**config.mk**
```make
export PLATFORM = sky130hd
export DESIGN_NAME = hamming_secded_decoder
export DESIGN_NICKNAME = d
export VERILOG_FILES = /design/src/rtl/core_cc_pkg.sv /design/src/rtl/hamming_secded_decoder_syndrome.sv /design/src/rtl/hamming_secded_decoder.sv
export SDC_FILE = /design/constraint.sdc
export NUM_CORES = 1
export LEC_CHECK = 0
export CAP_MARGIN = 20
export CORE_MARGIN = 3
export CORE_UTILIZATION = 30
export DETAILED_ROUTE_END_ITERATION = 10
export MAX_ROUTING_LAYER = met4
export SYNTH_ARGS = -nofsm -noshare
export SYNTH_HDL_FRONTEND = slang
export SYNTH_HIERARCHICAL = 1
export SYNTH_SLANG_ARGS = --single-unit
```
**constraint.sdc**
```tcl
create_clock -name clk -period 1.9 [get_ports clk]
set_clock_uncertainty 0.1 [all_clocks]
set_input_delay 0.285 -clock clk [delete_from_list [all_inputs] [get_ports clk]]
set_output_delay 0.285 -clock clk [all_outputs]
set_load 0.005 [all_outputs]
```
**src/rtl/core_cc_pkg.sv**
```systemverilog
// Shared SEC-DED helpers for the core-cc datapath: geometry of the extended
// Hamming codeword and the data-bit position map, used by encoder and decoder.
package core_cc_pkg;

  typedef enum logic [1:0] {
    R_CLEAN,
    R_PARITY,
    R_SINGLE,
    R_DOUBLE
  } secded_result_e;

  function automatic logic is_pow2(input int unsigned x);
    return (x != 0) && ((x & (x - 1)) == 0);
  endfunction

  // Smallest p with 2^p >= dw + p + 1; descending scan leaves the smallest hit.
  function automatic int unsigned secded_p(input int unsigned dw);
    int unsigned p;
    p = 8;
    for (int unsigned k = 8; k >= 1; k--) begin
      if ((32'd1 << k) >= dw + k + 1) p = k;
    end
    return p;
  endfunction

  function automatic int unsigned secded_cw_w(input int unsigned dw);
    return dw + secded_p(dw) + 1;
  endfunction

  // Hamming position of data bit j: the (j+1)-th non-power-of-two position.
  function automatic int unsigned data_pos(input int unsigned j);
    int unsigned cnt;
    int unsigned pos;
    cnt = 0;
    pos = 0;
    for (int unsigned i = 1; i < 256; i++) begin
      if (!is_pow2(i)) begin
        if (cnt == j && pos == 0) pos = i;
        cnt++;
      end
    end
    return pos;
  endfunction

endpackage

```
**src/rtl/hamming_secded_decoder_syndrome.sv**
```systemverilog
// Combinational syndrome/overall-parity generator for an extended Hamming codeword.
module hamming_syndrome #(
  parameter int unsigned CW_W = 13,
  parameter int unsigned P    = 4
) (
  input  logic [CW_W-1:0] cw,
  output logic [P-1:0]    s,
  output logic            q
);

  always_comb begin
    s = '0;
    for (int unsigned i = 1; i < CW_W; i++) begin
      if (cw[i]) s = s ^ P'(i);
    end
    q = ^cw;
  end

endmodule

```
**src/rtl/hamming_secded_decoder.sv**
```systemverilog
// Two-stage pipelined extended-Hamming SEC-DED decoder with valid/ready
// streaming and saturating SEC/DED event counters.
module hamming_secded_decoder
  import core_cc_pkg::*;
#(
  parameter int unsigned DATA_W = 8,
  parameter int unsigned P      = secded_p(DATA_W),
  parameter int unsigned CW_W   = secded_cw_w(DATA_W),
  parameter int unsigned CNT_W  = 16
) (
  input  logic              clk,
  input  logic              rst_n,
  input  logic              in_valid,
  output logic              in_ready,
  input  logic [CW_W-1:0]   in_cw,
  output logic              out_valid,
  input  logic              out_ready,
  output logic [DATA_W-1:0] out_data,
  output logic              out_sec,
  output logic              out_ded,
  output logic [P-1:0]      out_syndrome,
  input  logic              clr_cnt,
  output logic [CNT_W-1:0]  sec_count,
  output logic [CNT_W-1:0]  ded_count
);

  localparam logic [P-1:0] S_MAX = P'(CW_W - 1);

  logic              adv1;
  logic              adv2;
  logic [P-1:0]      syn;
  logic              par;
  logic              s1_valid;
  logic [CW_W-1:0]   s1_cw;
  logic [P-1:0]      s1_s;
  logic              s1_q;
  secded_result_e    res;
  logic [CW_W-1:0]   fixed;
  logic [DATA_W-1:0] corr_data;
  logic              hs_out;

  assign adv2     = !out_valid || out_ready;
  assign adv1     = !s1_valid || adv2;
  assign in_ready = adv1;
  assign hs_out   = out_valid && out_ready;

  hamming_syndrome #(
    .CW_W (CW_W),
    .P    (P)
  ) u_syndrome (
    .cw (in_cw),
    .s  (syn),
    .q  (par)
  );

  always_ff @(posedge clk or negedge rst_n) begin
    if (!rst_n) begin
      s1_valid <= 1'b0;
      s1_cw    <= '0;
      s1_s     <= '0;
      s1_q     <= 1'b0;
    end else if (adv1) begin
      s1_valid <= in_valid;
      if (in_valid) begin
        s1_cw <= in_cw;
        s1_s  <= syn;
        s1_q  <= par;
      end
    end
  end

  always_comb begin
    res = R_CLEAN;
    if (s1_q) begin
      if (s1_s == '0)        res = R_PARITY;
      else if (s1_s <= S_MAX) res = R_SINGLE;
      else                   res = R_DOUBLE;
    end else if (s1_s != '0) begin
      res = R_DOUBLE;
    end
  end

  always_comb begin
    fixed = s1_cw;
    if (res == R_SINGLE) begin
      for (int unsigned i = 1; i < CW_W; i++) begin
        if (s1_s == P'(i)) fixed[i] = ~fixed[i];
      end
    end
  end

  for (genvar j = 0; j < DATA_W; j++) begin : g_extract
    localparam int unsigned POS = data_pos(j);
    assign corr_data[j] = fixed[POS];
  end

  always_ff @(posedge clk or negedge rst_n) begin
    if (!rst_n) begin
      out_valid    <= 1'b0;
      out_data     <= '0;
      out_sec      <= 1'b0;
      out_ded      <= 1'b0;
      out_syndrome <= '0;
    end else if (adv2) begin
      out_valid <= s1_valid;
      if (s1_valid) begin
        out_data     <= corr_data;
        out_sec      <= (res == R_PARITY) || (res == R_SINGLE);
        out_ded      <= (res == R_DOUBLE);
        out_syndrome <= s1_s;
      end
    end
  end

  // Clear takes priority over a coincident counted handshake.
  always_ff @(posedge clk or negedge rst_n) begin
    if (!rst_n) begin
      sec_count <= '0;
      ded_count <= '0;
    end else if (clr_cnt) begin
      sec_count <= '0;
      ded_count <= '0;
    end else if (hs_out) begin
      if (out_sec && sec_count != '1) sec_count <= sec_count + 1'b1;
      if (out_ded && ded_count != '1) ded_count <= ded_count + 1'b1;
    end
  end

endmodule

```
==> results.toml, run 1 <==
[run_status]
status = "completed"

[logic_synthesis]
ys_warn_count = 6
synth_edf_count = 0
synth_seq_area_share = 0.458
synth_top_cell_by_area = "dfrtp_1"
syn_avg_cell_area_sq_um = 10.3
syn-num-nets = 346
async_reset_ff_frac = 1.00
yosysMostFrequentCell = "dfrtp_1"
ys.flop_type = "dfrtp_1"
synthTopCellsByArea = "dfrtp_1 (46%), mux2_2 (7.1%), xnor2_1 (5.3%), a21oi_1 (4.2%), o31ai_1 (3.2%)"
synth_top_area_frac = 0.458
synth_common_cells = "dfrtp_1 (61), a21oi_1 (28), nand2_1 (24)"
synth_seq_cells = 61
netlist_area_sq_um = 3340
synth_cell_types = 42
netlist_instances = 324

[worst_setup_path]
arrival_ps = 1940
r2r_end = "ded_count[6]"
r2r_slack_ps = 90
crit_type = "input pin to flop"
start_kind = "input pin"
reg2reg_from = "ded_count[0]"
cp.required_ps = 2020
end_kind = "flop"
r2r_cells = 6
path_max_fanout = 2

[floorplan]
num_rows = 37
pin_count = 66
die_area_sq_um = 12400
design.core.area_sq_um = 10600
die_w_um = 111
start_util = 0.316
dieHeight_um = 111

[timing]
hold_ws_ps = 367
setup_viol = 0
slew_headroom = 0.717
min_period_ps = 1820
finalHoldViolations = 0
slew_violations = 0
tightest_slew_ps = 421
rsz0062_at_grt = "yes"
min_period_over_period = 0.958
max_freq_mhz = 549

[min_path]
worst_hold_path_type = "input pin to async pin"

[global_routing]
antenna_found_initial = 0
track_usage = 0.142
grt_pass1_vias = 3083
grt_max_degree = 62
grt_pass1_wl_um = 14100
grt_overflow = 0

[placed_design]
io_buffer_count = 65
hpwl_um = 6160
gp_congestion = 0.782
place_area_sq_um = 4500

[pwr]
p_switching_w = 0.00118
power_report.internal_total_w = 0.00297
switching_share = 0.285
powerDensity_nw_per_um2 = 865
max-vdd-ir-drop_mv = 0.687
leakage_nw = 1.96
clkPwrFrac = 0.308
power_frac_comb = 0.297
pwr-share-seq = 0.395

[routing]
dr.pass1.iters = 4
drtIter0Drc = 73
drc = 0
vias_per_cell = 5.09
final_antenna_net_count = 0
wirelength_um = 8370
vias = 2960
wire_per_inst_um = 14.4

[final_layout]
drive_gt1_frac = 0.251
antenna_cells = 0
design_area_sq_um = 4800
final_nets = 464
synthToLayoutAreaGrowth_pct = 44.0
num-fill-cells = 1033

[clock_tree]
tritoncts = "done"
cts_buffers = 9
path_clk_slew_ps = 70
cts.sinks = 61
cts_buffer_depth = 2
root_buffer = "clkbuf_8"
cts-htree-levels = 3
clock_latency_ps = 340

[job]
drv_cap = 0
## sequential cells by signal, summed over array words and instances (netlist names)
name and cells:
ded_count 16, sec_count 16, out_data 8, s1_cw 8, out_syndrome 4, s1_s 4, out_ded 1, out_sec 1
out_valid 1, s1_q 1, s1_valid 1
## final cells by class
| cell class | count | area [sq um] | share of cell area |
|---|---|---|---|
| inverter | 5 | 18.8 | 0.00391 |
| multi-input combinational | 246 | 1800 | 0.374 |
| tap | 136 | 170 | 0.0354 |
| clock buffer | 10 | 138 | 0.0287 |
| sequential | 61 | 1530 | 0.318 |
| clock inverter | 5 | 75.1 | 0.0156 |
| timing repair buffer | 119 | 1080 | 0.224 |
## logic make-up after synthesis
group           share of synthesized area
xor+xnor                           0.0791
buf+inv                            0.0263
mux                                0.0739
flops                               0.458
compound gates                      0.126
fa+ha+maj                          0.0150
simple gates                        0.222
## worst max-delay path by stage
stage,from,endpoint,slack [ps],cells after the start
floorplan,ded_count[0],ded_count[1],90,6
global placement,in_cw[12],s1_q,-220,5
detailed placement,in_cw[12],s1_q,-270,5
CTS,s1_q,out_data[0],8,7
global route,s1_s[0],out_data[5],-7,9
finish,in_cw[12],s1_q,80,5
## worst max-delay path, stage by stage
cell and delay [ps]:
clkdlybuf4s50_1 430, xnor2_1 220, xnor3_1 390, xnor3_1 340, mux2_2 270
## placed cells by master (no fill, tap or decap), types with 3 or more instances in the layout
master and n:
nand2_1 24, inv_1 5, xor2_1 5, or4_1 13, nor2_1 12, buf_4 51
nand4_2 3, mux2_2 21, clkinv_2 3, nand4_1 10, and3_1 7, nand2b_1 8
xnor2_1 20, dfrtp_1 59, o21ai_0 19, or3_1 12, clkdlybuf4s50_1 63, a21oi_1 27
o31ai_1 14, nand3_1 11, nor2b_1 3, nor3_2 3, clkbuf_8 10
## power groups by stage
stage          clock network [W]  logic, W  registers [W]
2_1_floorplan                  0  0.000506        0.00165
3_3_place_gp                   0   0.00111        0.00164
3_5_place_dp                   0   0.00114        0.00165
4_1_cts                  0.00131   0.00115        0.00163
5_1_grt                  0.00138   0.00136        0.00166
6_report                 0.00128   0.00123        0.00164
## timing repair
item,CTS,global route
resized for setup,3,17
hold buffers,1,0
pin swaps,1,3
setup buffers,0,1
endpoints found under the setup margin,4,23
endpoints found under the hold margin,61,0
## layer usage
| metal | track usage | share of wire |
|---|---|---|
| met5 | - | 0 |
| met4 | 0.0430 | 0.015 |
| met3 | 0.0315 | 0.039 |
| met2 | 0.251 | 0.51 |
| met1 | 0.160 | 0.44 |
## stage by stage
stage | power [W] | worst slack (ps) | TNS (ps) | util | cells
finish | 0.00415 | 79.2 | 0 | 0.455 | 582
global placement | 0.00275 | -215 | -1740 | 0.426 | 565
detailed placement | 0.00279 | -267 | -2710 | 0.426 | 565
floorplan | 0.00216 | 88.9 | 0 | - | 324
CTS | 0.00409 | 7.66 | 0 | 0.448 | 581
global route | 0.00440 | -7.33 | -10.7 | 0.455 | 582
(Power assumes the default switching activity.)
==> run 2, diff against run 1 <==
CORE_MARGIN = 10   (was 3)
TNS_END_PERCENT = 50   (was not set)
==> run 2 against run 1 <==
Against the previous run:
- worst setup slack got worse by 7.0 ps
- non-clock buffer count increased by 5
- clock power decreased by 7%
- final area increased by 0.21%
- sequential share of layout area decreased by 0.066 points
- critical path type is now flop to flop
==> results.toml, run 2 (synthesis results as in run 1) <==
[run_status]
status = "completed"

[final_layout]
final_common_cell = "clkdlybuf4s50_1"
final_nets = 469
num-fill-cells = 1074
synthToLayoutAreaGrowth_pct = 44.3
drive_gt1_frac = 0.257
top_regs = "ded_count (16), sec_count (16)"
final_cell_mix = "clkdlybuf4s50_1 (62), dfrtp_1 (59), buf_4 (54), a21oi_1 (28), nand2_1 (24)"
antenna_cells = 0
design_area_sq_um = 4810

[routing]
vias = 2960
dr.pass1.iters = 4
wirelength_um = 8940
wire_per_inst_um = 15.1
final_antenna_net_count = 0
drtIter0Drc = 154
drc = 0
vias_per_cell = 5.01

[floorplan]
die_w_um = 125
num_rows = 38
start_util = 0.308
die_area_sq_um = 15700
dieHeight_um = 125
design.core.area_sq_um = 10800
pin_count = 66

[timing]
rsz0062_at_grt = "yes"
slew_violations = 0
max_freq_mhz = 547
setup_tns_ps = 0
finalHoldViolations = 0
tightest_slew_ps = 435
min_period_over_period = 0.962
min_period_ps = 1830
slew_headroom = 0.708
setup_viol = 0

[worst_setup_path]
cp.required_ps = 2060
end_kind = "flop"
crit_path_top_delay_cell = "or4_1"
arrival_ps = 1990
critPathMaxStageDelay_ps = 510
path_max_fanout = 9
crit_type = "flop to flop"
r2r_cells = 4
crit_chain = "and4_1 -> and3_1 -> or4_1 -> a21oi_1"
start_kind = "flop"

[global_routing]
grt_pass1_vias = 2948
track_usage = 0.113
grt_overflow = 0
grt_pass1_wl_um = 14700
antenna_found_initial = 0
grt_max_degree = 62

[clock_tree]
root_buffer = "clkbuf_8"
clock_latency_ps = 340
cts_buffers = 9
cts.sinks = 61
path_clk_slew_ps = 70
cts_buffer_depth = 2
tritoncts = "done"
cts-htree-levels = 3

[placed_design]
place_area_sq_um = 4500
gp_congestion = 0.848
hpwl_um = 6650
io_buffer_count = 65

[job]
drv_cap = 0

[min_path]
worst_hold_path_type = "input pin to async pin"

[pwr]
max-vdd-ir-drop_mv = 0.425
leakage_nw = 1.97
powerDensity_nw_per_um2 = 836
[run 2: cell types whose count changed in the layout (fill, tap and decap cells not counted), sizes merged]
cell / change
buf: +5
dlymetal6s2s: +1
clkdlybuf4s50: -1
clkinvlp: +1
clkbuf: +1
bufinv: -1
clkinv: -1
[run 2: where the power goes]
group | internal, W | switching (W)
Clock | 0.000666 | 0.000523
Combinational | 0.000712 | 0.000487
Sequential | 0.00149 | 0.000149
[run 2: worst max-delay path, delay by kind of cell, from the launching register on]
family | cells | cell delay, ps
simple gates | 3 | 1030
flops | 1 | 450
compound gates | 1 | 170
[run 2: final timing paths]
path / start / to / slack [ps]
min: rst_n / ded_count[11] / 370
min reg2reg: out_data[3] / out_data[3] / 390
max: sec_count[11] / sec_count[12] / 70
max in group asynchronous: rst_n / sec_count[12] / 1030
min in group clk: out_data[3] / out_data[3] / 390
max reg2reg: sec_count[11] / sec_count[12] / 70
[run 2: cell type report]
| class | count | area, sq um | area share |
|---|---|---|---|
| inverters | 5 | 18.8 | 0.00390 |
| clock buffers | 11 | 151 | 0.0315 |
| clock inverters | 4 | 47.5 | 0.00988 |
| well taps | 140 | 175 | 0.0364 |
| multi-input cells | 246 | 1770 | 0.368 |
| flip-flops and latches | 61 | 1530 | 0.318 |
| repair buffers | 124 | 1120 | 0.232 |
[run 2: layer usage]
| layer | up-vias | track usage | part of all wire |
|---|---|---|---|
| li1 | 1446 | - | - |
| met1 | 1438 | 0.133 | 0.44 |
| met2 | 67 | 0.184 | 0.51 |
| met3 | 9 | 0.0338 | 0.047 |
| met4 | 0 | 0.0305 | 0.0091 |
| met5 | - | - | 0 |
[run 2: through the flow]
stage	cells	hold slack, ps	setup slack [ps]	util	power [W]
finish	591	370	72.2	0.444	0.00402
global route	591	392	-41.4	0.444	0.00428
CTS	585	396	0.382	0.435	0.00399
detailed placement	568	228	-296	0.415	0.00277
global placement	568	226	-216	0.415	0.00274
floorplan	324	-111	88.9	-	0.00216
[run 2: what timing repair did]
action,CTS,global route
endpoints found under the setup margin,6,22
hold buffers,1,0
pin swaps,1,5
cloned,0,1
hold endpoints to repair,61,0
setup buffers,1,5
gates resized for setup,3,16
